### src/rtl/truth_table_sweeper_if.sv
// Control/status bundle between a sweep controller, the sweeper and the function block.
// The master side drives start/abort/expected and returns f; the slave is the sweeper.
interface truth_table_sweeper_if;
  logic        start;
  logic        abort;
  logic [15:0] expected;
  logic        f;
  logic        a;
  logic        b;
  logic        c;
  logic        d;
  logic        busy;
  logic        done;
  logic        pass;
  logic [15:0] table_out;
  logic [4:0]  mismatch_count;
  logic        fail_seen;
  logic [3:0]  first_fail_idx;

  modport master (
    output start, abort, expected, f,
    input  a, b, c, d, busy, done, pass, table_out, mismatch_count, fail_seen, first_fail_idx
  );

  modport slave (
    input  start, abort, expected, f,
    output a, b, c, d, busy, done, pass, table_out, mismatch_count, fail_seen, first_fail_idx
  );
endinterface

### src/rtl/truth_table_sweeper.sv
// Walks a 4-input function block through vectors 0..15, holding each HOLD_CYCLES cycles,
// and captures the sampled truth table against a latched expected mask.
//
// state  | meaning
// S_IDLE | outputs parked at 0, waiting for start
// S_RUN  | presenting vector idx, sampling f at the end of each hold
// S_DONE | sweep complete, results frozen until the next start
module truth_table_sweeper #(
  parameter  int HOLD_CYCLES = 20,
  localparam int CNT_W       = $clog2(HOLD_CYCLES + 1)
) (
  input  logic                  clk,
  input  logic                  rst_n,
  truth_table_sweeper_if.slave  bus
);

  typedef enum logic [1:0] {
    S_IDLE = 2'd0,
    S_RUN  = 2'd1,
    S_DONE = 2'd2
  } state_t;

  localparam logic [CNT_W-1:0] HOLD_LAST = CNT_W'(HOLD_CYCLES - 1);

  state_t            state_q, state_d;
  logic [3:0]        idx_q, idx_d;
  logic [CNT_W-1:0]  cnt_q, cnt_d;
  logic [15:0]       exp_q, exp_d;
  logic [15:0]       table_q, table_d;
  logic [4:0]        mm_q, mm_d;
  logic              fail_q, fail_d;
  logic [3:0]        ffi_q, ffi_d;
  logic              hold_tc;

  assign hold_tc = (cnt_q == HOLD_LAST);

  always_ff @(posedge clk) begin
    if (!rst_n) begin
      state_q <= S_IDLE;
      idx_q   <= 4'd0;
      cnt_q   <= '0;
      exp_q   <= 16'h0000;
      table_q <= 16'h0000;
      mm_q    <= 5'd0;
      fail_q  <= 1'b0;
      ffi_q   <= 4'd0;
    end else begin
      state_q <= state_d;
      idx_q   <= idx_d;
      cnt_q   <= cnt_d;
      exp_q   <= exp_d;
      table_q <= table_d;
      mm_q    <= mm_d;
      fail_q  <= fail_d;
      ffi_q   <= ffi_d;
    end
  end

  always_comb begin
    state_d = state_q;
    idx_d   = idx_q;
    cnt_d   = cnt_q;
    exp_d   = exp_q;
    table_d = table_q;
    mm_d    = mm_q;
    fail_d  = fail_q;
    ffi_d   = ffi_q;

    case (state_q)
      S_IDLE, S_DONE: begin
        if (bus.start) begin
          state_d = S_RUN;
          idx_d   = 4'd0;
          cnt_d   = '0;
          exp_d   = bus.expected;
          table_d = 16'h0000;
          mm_d    = 5'd0;
          fail_d  = 1'b0;
          ffi_d   = 4'd0;
        end
      end

      S_RUN: begin
        // abort discards any sample that would have landed on this edge
        if (bus.abort) begin
          state_d = S_IDLE;
          idx_d   = 4'd0;
          cnt_d   = '0;
        end else if (hold_tc) begin
          table_d[idx_q] = bus.f;
          if (bus.f != exp_q[idx_q]) begin
            mm_d = mm_q + 5'd1;
            if (!fail_q) begin
              fail_d = 1'b1;
              ffi_d  = idx_q;
            end
          end
          cnt_d = '0;
          if (idx_q == 4'd15) begin
            state_d = S_DONE;
            idx_d   = 4'd0;
          end else begin
            idx_d = idx_q + 4'd1;
          end
        end else begin
          cnt_d = cnt_q + 1'b1;
        end
      end

      default: begin
        state_d = S_IDLE;
        idx_d   = 4'd0;
        cnt_d   = '0;
      end
    endcase
  end

  logic [3:0] vec;
  assign vec = (state_q == S_RUN) ? idx_q : 4'd0;

  assign bus.a              = vec[3];
  assign bus.b              = vec[2];
  assign bus.c              = vec[1];
  assign bus.d              = vec[0];
  assign bus.busy           = (state_q == S_RUN);
  assign bus.done           = (state_q == S_DONE);
  assign bus.pass           = (state_q == S_DONE) && (mm_q == 5'd0);
  assign bus.table_out      = table_q;
  assign bus.mismatch_count = mm_q;
  assign bus.fail_seen      = fail_q;
  assign bus.first_fail_idx = ffi_q;

endmodule

### src/flat_wrapper.sv
// flat-port wrapper written by rule: the top's interface ports become plain ports
module truth_table_sweeper_flat 
#(
  parameter  int HOLD_CYCLES = 20,
  localparam int CNT_W       = $clog2(HOLD_CYCLES + 1)
)
  (clk, rst_n, bus_start, bus_abort, bus_expected, bus_f, bus_a, bus_b, bus_c, bus_d, bus_busy, bus_done, bus_pass, bus_table_out, bus_mismatch_count, bus_fail_seen, bus_first_fail_idx);
  truth_table_sweeper_if bus_i ();
  input  logic clk;
  input  logic rst_n;
  input wire logic [$bits(bus_i.start)-1:0] bus_start;
  input wire logic [$bits(bus_i.abort)-1:0] bus_abort;
  input wire logic [$bits(bus_i.expected)-1:0] bus_expected;
  input wire logic [$bits(bus_i.f)-1:0] bus_f;
  output wire logic [$bits(bus_i.a)-1:0] bus_a;
  output wire logic [$bits(bus_i.b)-1:0] bus_b;
  output wire logic [$bits(bus_i.c)-1:0] bus_c;
  output wire logic [$bits(bus_i.d)-1:0] bus_d;
  output wire logic [$bits(bus_i.busy)-1:0] bus_busy;
  output wire logic [$bits(bus_i.done)-1:0] bus_done;
  output wire logic [$bits(bus_i.pass)-1:0] bus_pass;
  output wire logic [$bits(bus_i.table_out)-1:0] bus_table_out;
  output wire logic [$bits(bus_i.mismatch_count)-1:0] bus_mismatch_count;
  output wire logic [$bits(bus_i.fail_seen)-1:0] bus_fail_seen;
  output wire logic [$bits(bus_i.first_fail_idx)-1:0] bus_first_fail_idx;
  assign bus_i.start = bus_start;
  assign bus_i.abort = bus_abort;
  assign bus_i.expected = bus_expected;
  assign bus_i.f = bus_f;
  assign bus_a = bus_i.a;
  assign bus_b = bus_i.b;
  assign bus_c = bus_i.c;
  assign bus_d = bus_i.d;
  assign bus_busy = bus_i.busy;
  assign bus_done = bus_i.done;
  assign bus_pass = bus_i.pass;
  assign bus_table_out = bus_i.table_out;
  assign bus_mismatch_count = bus_i.mismatch_count;
  assign bus_fail_seen = bus_i.fail_seen;
  assign bus_first_fail_idx = bus_i.first_fail_idx;
  truth_table_sweeper #(.HOLD_CYCLES(HOLD_CYCLES)) u_core (.clk(clk), .rst_n(rst_n), .bus(bus_i));
endmodule
### config.mk
export PLATFORM = sky130hd
export DESIGN_NAME = truth_table_sweeper_flat
export DESIGN_NICKNAME = d
export VERILOG_FILES = /design/src/rtl/truth_table_sweeper_if.sv /design/src/rtl/truth_table_sweeper.sv /design/src/flat_wrapper.sv
export SDC_FILE = /design/constraint.sdc
export NUM_CORES = 1
export LEC_CHECK = 0
export CAP_MARGIN = 20
export CORE_MARGIN = 2
export CORE_UTILIZATION = 50
export CTS_BUF_LIST = sky130_fd_sc_hd__clkbuf_4 sky130_fd_sc_hd__clkbuf_8 sky130_fd_sc_hd__clkbuf_16
export CTS_CLUSTER_DIAMETER = 200
export DETAILED_ROUTE_END_ITERATION = 7
export PLACE_DENSITY = 0.74
export SETUP_SLACK_MARGIN = 0.1
export SLEW_MARGIN = 20
export SYNTH_ARGS = -nofsm -noshare
export SYNTH_HDL_FRONTEND = slang
export SYNTH_SLANG_ARGS = --single-unit
### constraint.sdc
create_clock -name clk -period 3.67 [get_ports clk]
set_input_delay 0.367 -clock clk [delete_from_list [all_inputs] [get_ports clk]]
set_output_delay 0.367 -clock clk [all_outputs]
set_load 0.01 [all_outputs]
# --- Yosys cells after proc, flatten, opt, wreduce, memory -nomap -nowiden ---
# Index checks and enable logic that the tools add are counted.
totals:
  elab_cells: 75
  out_inout_bits: 33
  ff_bits: 53
classes:
  reduce_logical: 12
  mux: 38
  n_addsub: 3
  eq_ne: 12
  order_cmp: 2
op_table:
  columns: ["cell", "n"]
  rows:
  - ["16-bit 2-to-1 mux", 3]
  - ["4-bit 2-to-1 mux", 9]
  - ["16-bit one-hot mux with 2 select lines", 1]
  - ["5-bit 2-to-1 mux", 6]
  - ["5-bit one-hot mux with 2 select lines", 2]
  - ["16-bit bitwise mux", 1]
  - ["4-bit one-hot mux with 2 select lines", 2]
  - ["5-bit by 1-bit adder with 5-bit output (second input constant)", 2]
  - ["2-bit 2-to-1 mux", 4]
  - ["1-bit 2-to-1 mux", 6]
  - ["2-bit != test (second input constant)", 3]
  - ["3-bit by 2-bit != test with 1-bit output (second input constant)", 2]
  - ["6-bit AND reduction", 1]
  - ["5-bit equality test (second input constant)", 1]
  - ["5-bit zero test", 1]
  - ["4-bit by 5-bit less-than comparator with 1-bit output (second input constant)", 1]
  - ["5-bit AND reduction", 1]
  - ["4-bit by 1-bit adder with 4-bit output (second input constant)", 1]
  - ["1-bit binary-select mux with 4-bit select", 1]
  - ["1-bit demux with 4-bit select", 1]
  - ["4-bit equality test (second input constant)", 1]
  - ["4-bit by 1-bit greater-or-equal comparator with 1-bit output (second input constant)", 1]
  - ["2-bit by 1-bit != test with 1-bit output (second input constant)", 2]
  - ["2-bit one-hot mux with 2 select lines", 1]
  - ["other kinds (11)", 13]

# --- Longest topological paths before layout ---
logic_depth:
  word_depth: 8
  mapped_depth: 8

# --- Least setup slack after synthesis ---
# OpenSTA, ideal clock, no wires.
synth_timing:
  path_kind: "register -> register"
  startpoint: "register u_core.idx_q[1]"
  endpoint: "register u_core.ffi_q[0] (netlist: u_core.bus.first_fail_idx[0])"
  stages_incl_launch_ff: 7
  required_ns: 3.598
  setup_slack_ns: 1.398
  t_arrival_ns: 2.201
  setup_time_ns: 0.072
  synth_period_minus_slack_ns: 2.272
  cell_sequence: "dfxtp_1 buf_6 mux2_4 mux4_2 mux2i_4 a2111oi_4 mux2i_1"
synth_via:
  elab_chain_len: 5
synth_rtl:
  columns: ["item", "line_no", "rtl"]
  rows:
  - ["start: declaration", "truth_table_sweeper.sv:26", "logic [3:0] idx_q, idx_d;"]
  - ["start signal: assignment", "truth_table_sweeper.sv:49", "idx_q <= idx_d;"]
  - ["1-bit binary-select mux with 4-bit select", "truth_table_sweeper.sv:91", "if (bus.f != exp_q[idx_q]) begin"]
  - ["1-bit 2-to-1 mux (not written as such)", "truth_table_sweeper.sv:91", null]
  - ["1-bit != test", "truth_table_sweeper.sv:91", null]
  - ["2-bit by 1-bit != test with 1-bit output (no line)", null, null]
  - ["6-bit AND reduction (no line)", null, null]
  - ["end signal: assignment", "truth_table_sweeper.sv:55", "ffi_q <= ffi_d;"]
  - ["end: declaration", "truth_table_sweeper.sv:32", "logic [3:0] ffi_q, ffi_d;"]
# Every way passes these cells. The select of a mux whose other input is x is not followed.
# A chain may end at the register's enable or synchronous reset.

# --- Final worst setup path ---
layout_timing:
  startpoint: "register u_core.idx_q[1]"
  endpoint: "register u_core.ffi_q[1] (netlist: u_core.bus.first_fail_idx[1])"
layout_via:
  elab_chain_len: 5
  elab_cells_between_ends: 10
layout_rtl:
  columns: ["item", "line_no"]
  rows:
  - ["1-bit binary-select mux with 4-bit select / 4-bit 2-to-1 mux (equally long branches)", "truth_table_sweeper.sv:91, truth_table_sweeper.sv:93"]
  - ["1-bit 2-to-1 mux (not written as such) / 4-bit 2-to-1 mux (equally long branches)", "truth_table_sweeper.sv:91"]
  - ["1-bit != test / 4-bit 2-to-1 mux (equally long branches)", "truth_table_sweeper.sv:91, truth_table_sweeper.sv:89"]
  - ["2-bit by 1-bit != test with 1-bit output (no line) / 4-bit 2-to-1 mux (equally long branches)", null]
  - ["6-bit AND reduction (no line) / 4-bit one-hot mux with 2 select lines (equally long branches)", null]
# Parallel ways exist; a longest one is shown, timed or not. The select of a mux whose other input is x is not followed.

==> key figures <==
Yosys
  – Top cells by area, synth: dfxtp_1, a21boi_0, nand2_1
  – Yosys top cell area share: 38.41%
  – Main flop type after synthesis: dfxtp_1
  – Number of enable flip-flop cells after synthesis: 0
  – Async set or reset register ratio after synthesis: 0%
  – Ys Warns: 0
  – Sequential area share after synthesis: 38.41%
  – Mapped Area: 0.002763 sq mm
  – Count leader, synth: dfxtp_1
  – Area leader, netlist: dfxtp_1
  – Synth cell types: 45
  – Post-Synthesis Cells: 328
  – Synthesized Nets: 356
  – Average size of a mapped cell: roughly 8.4 sq um
  – Most frequent cells after synthesis: dfxtp_1, nand2_1, a21boi_0, a21oi_1, o21ai_0
  – Post-synthesis register bit count: 53

Route
  – Final wirelength: 6011 um
  – Via-per-instance ratio: roughly 5.4
  – Final ANT Viol Nets: 0
  – DR pass1 iterations: 4
  – Vias: 2369
  – Wirelength per Cell: 13.76 um
  – DR iter-0 viols: 122
  – Residual DRC count: 0

Place
  – Placed Cells: roughly 430
  – Hpwl dp: 4253 um
  – Buffers added on ports: 53
  – Placed inst area: 0.003296 sq mm
  – Global placement routability congestion: 0.8130

Critical path
  – Req. time, crit path: between 3 and 4 ns
  – CP Launch Type: flop
  – Worst-case reg-to-reg path depth: 5
  – CP Max Fanout: 13
  – CP Launch Point: u_core.idx_q[1]
  – Setup CP Type: reg2reg
  – CP Capture Type: flop
  – Reg-to-Reg Start: u_core.idx_q[1]
  – Critical Path AT: roughly 2.9 ns

Clocking
  – TritonCTS clock tree: done
  – Sink Count: 53
  – H-tree depth: 2
  – Post-CTS Setup Repair Bufs: 0
  – Hold_buf cts: 0
  – Post-CTS Resized: 0
  – Reg clk slew, reported paths: 0.10 ns
  – Clock Tree Buf Depth: 2
  – Clk_lat worst skew: 0.31 ns
  – CTS Buf Count: 5
  – CTS Root Cell: clkbuf_8

Status
  – Status: completed

Timing
  – Setup TNS: 0 ns
  – Worst slew margin: 53.28%
  – Final period utilization: 71.39%
  – Final setup viols: 0
  – Final Max Slew Viols: 0
  – Clk_skew: 0.003780 ns
  – Min Tclk post-route: 2.620 ns
  – Final Hold Vio Count: 0
  – RSZ-0062 raised after global routing: no
  – Max Fclk: roughly 0.38 GHz
  – Least-Margin Pin Slew: 0.7008 ns

Worst hold path
  – Worst hold start: u_core.exp_q[13]
  – Hold Path Depth: 2
  – Worst hold path class: reg2reg

Floorplan
  – Die width: 78.33 um
  – Io pins: 54
  – Vert. Die Dim: around 78 um
  – Cell Rows: 27
  – Starting Density: 51.11%
  – Die ar.: 0.006136 sq mm
  – Core ar.: 0.005405 sq mm

Power
  – LEAKAGE: 1.170 nW
  – Power per Cell Area: 318.9 mW/mm^2
  – Worst vdd rail ir drop: about 0.3 mV

Global routing
  – Global-route wire length before repair: 10340 um
  – Total gr overflow: 0
  – Initial antenna violation count: 0
  – GRT Overall Usage: 20.81%
  – Vias in the first global route: 2227
  – Largest net degree at the start of global routing: 43

Final layout
  – Finished Core Util: a little over three fifths
  – Share of layout cells above drive strength 1: 7.123%
  – Synth-to-Final Area Change: 22.74%
  – Design area: about 0.0034 sq mm
  – Non-filler instance count after layout: approximately 440
  – Diodes inserted: 0
  – Number of nets in the layout: 392

Job
  – Maxcap violations: 0
-- kinds of logic (layout without fill, tap and decap cells) --
| family | count (synthesis) | in the layout | synth area share [%] |
|---|---|---|---|
| AO/OA/AOI/OAI | 92 | 92 | 21.74 |
| multiplexers | 19 | 19 | 9.601 |
| adder cells (fa/ha/maj) | 7 | 7 | 3.170 |
| AND/OR/NAND/NOR | 122 | 122 | 21.56 |
| flip-flops | 53 | 53 | 38.41 |
| XOR/XNOR | 1 | 1 | 0.3171 |
| buffers and inverters | 34 | 71 | 5.208 |
-- sequential cells by signal, indices dropped and copies added, names as in the netlist --
| signal | flops |
|---|---|
| u_core.state_q | 2 |
| u_core.bus.mismatch_count | 5 |
| u_core.bus.fail_seen | 1 |
| u_core.bus.first_fail_idx | 4 |
| u_core.bus.table_out | 16 |
| u_core.cnt_q | 5 |
| u_core.exp_q | 16 |
| u_core.idx_q | 4 |
-- final timing paths --
kind | endpoint | slack (ns)
worst max-delay path | u_core.bus.first_fail_idx[1] | 1.05
worst min-delay path | u_core.exp_q[13] | 0.47
worst max register to register | u_core.bus.first_fail_idx[1] | 1.05
worst min register to register | u_core.exp_q[13] | 0.47
-- cell usage in the layout, fill, tap and decap left out, types with 3 or more instances in the layout --
master / instances
a21boi_1: 6
inv_1: 4
nand3_1: 20
mux2_4: 4
a21boi_0: 26
dfxtp_1: 53
ha_1: 7
nand4_1: 4
a21oi_1: 22
clkbuf_8: 5
o21ai_0: 22
and2_1: 10
nor2b_1: 10
o21ai_1: 3
o41ai_1: 3
clkdlybuf4s50_1: 53
mux2_1: 3
nand2_1: 50
mux2i_1: 7
nor2_1: 16
buf_4: 5
-- power by group --
group          total (mW)  switching [mW]  internal, mW  leakage, nW
sequential          0.599          0.0109         0.588        0.430
clock               0.348           0.209         0.139       0.0423
combinational       0.134          0.0703        0.0638        0.697
-- critical path, cell delays in order, from the launching register on --
cell	delay [ns]
dfxtp_1	0.68
mux2_2	0.40
mux4_2	0.52
mux2i_4	0.25
a2111oi_4	0.46
mux2i_1	0.24
-- metal layers --
| metal | up-vias | global-route usage [%] | share of wire [%] |
|---|---|---|---|
| li1 | 1216 | - | - |
| met1 | 1102 | 28.28 | 48 |
| met2 | 45 | 33.71 | 47 |
| met3 | 6 | 3.218 | 3.0 |
| met4 | 0 | 7.368 | 1.4 |
| met5 | - | 0 | 0 |
-- cell type report --
type,instances,area [sq um]
Tap cell,72,90.09
Timing Repair Buffer,58,568.0
Fill cell,469,2014
Clock inverter,3,26.28
Inverter,5,18.77
Multi-Input combinational cell,241,1558
Clock buffer,5,68.82
Sequential cell,53,1061
-- per-stage QoR --
step	setup slack (ns)	hold slack [ns]	power, mW
2_1_floorplan	1.398	0.4393	0.6985
3_3_place_gp	1.144	0.4490	0.7437
3_5_place_dp	1.046	0.4527	0.7464
4_1_cts	1.015	0.4745	1.090
5_1_grt	0.8824	0.4976	1.129
6_report	1.050	0.4698	1.081
(Power assumes the default switching activity.)
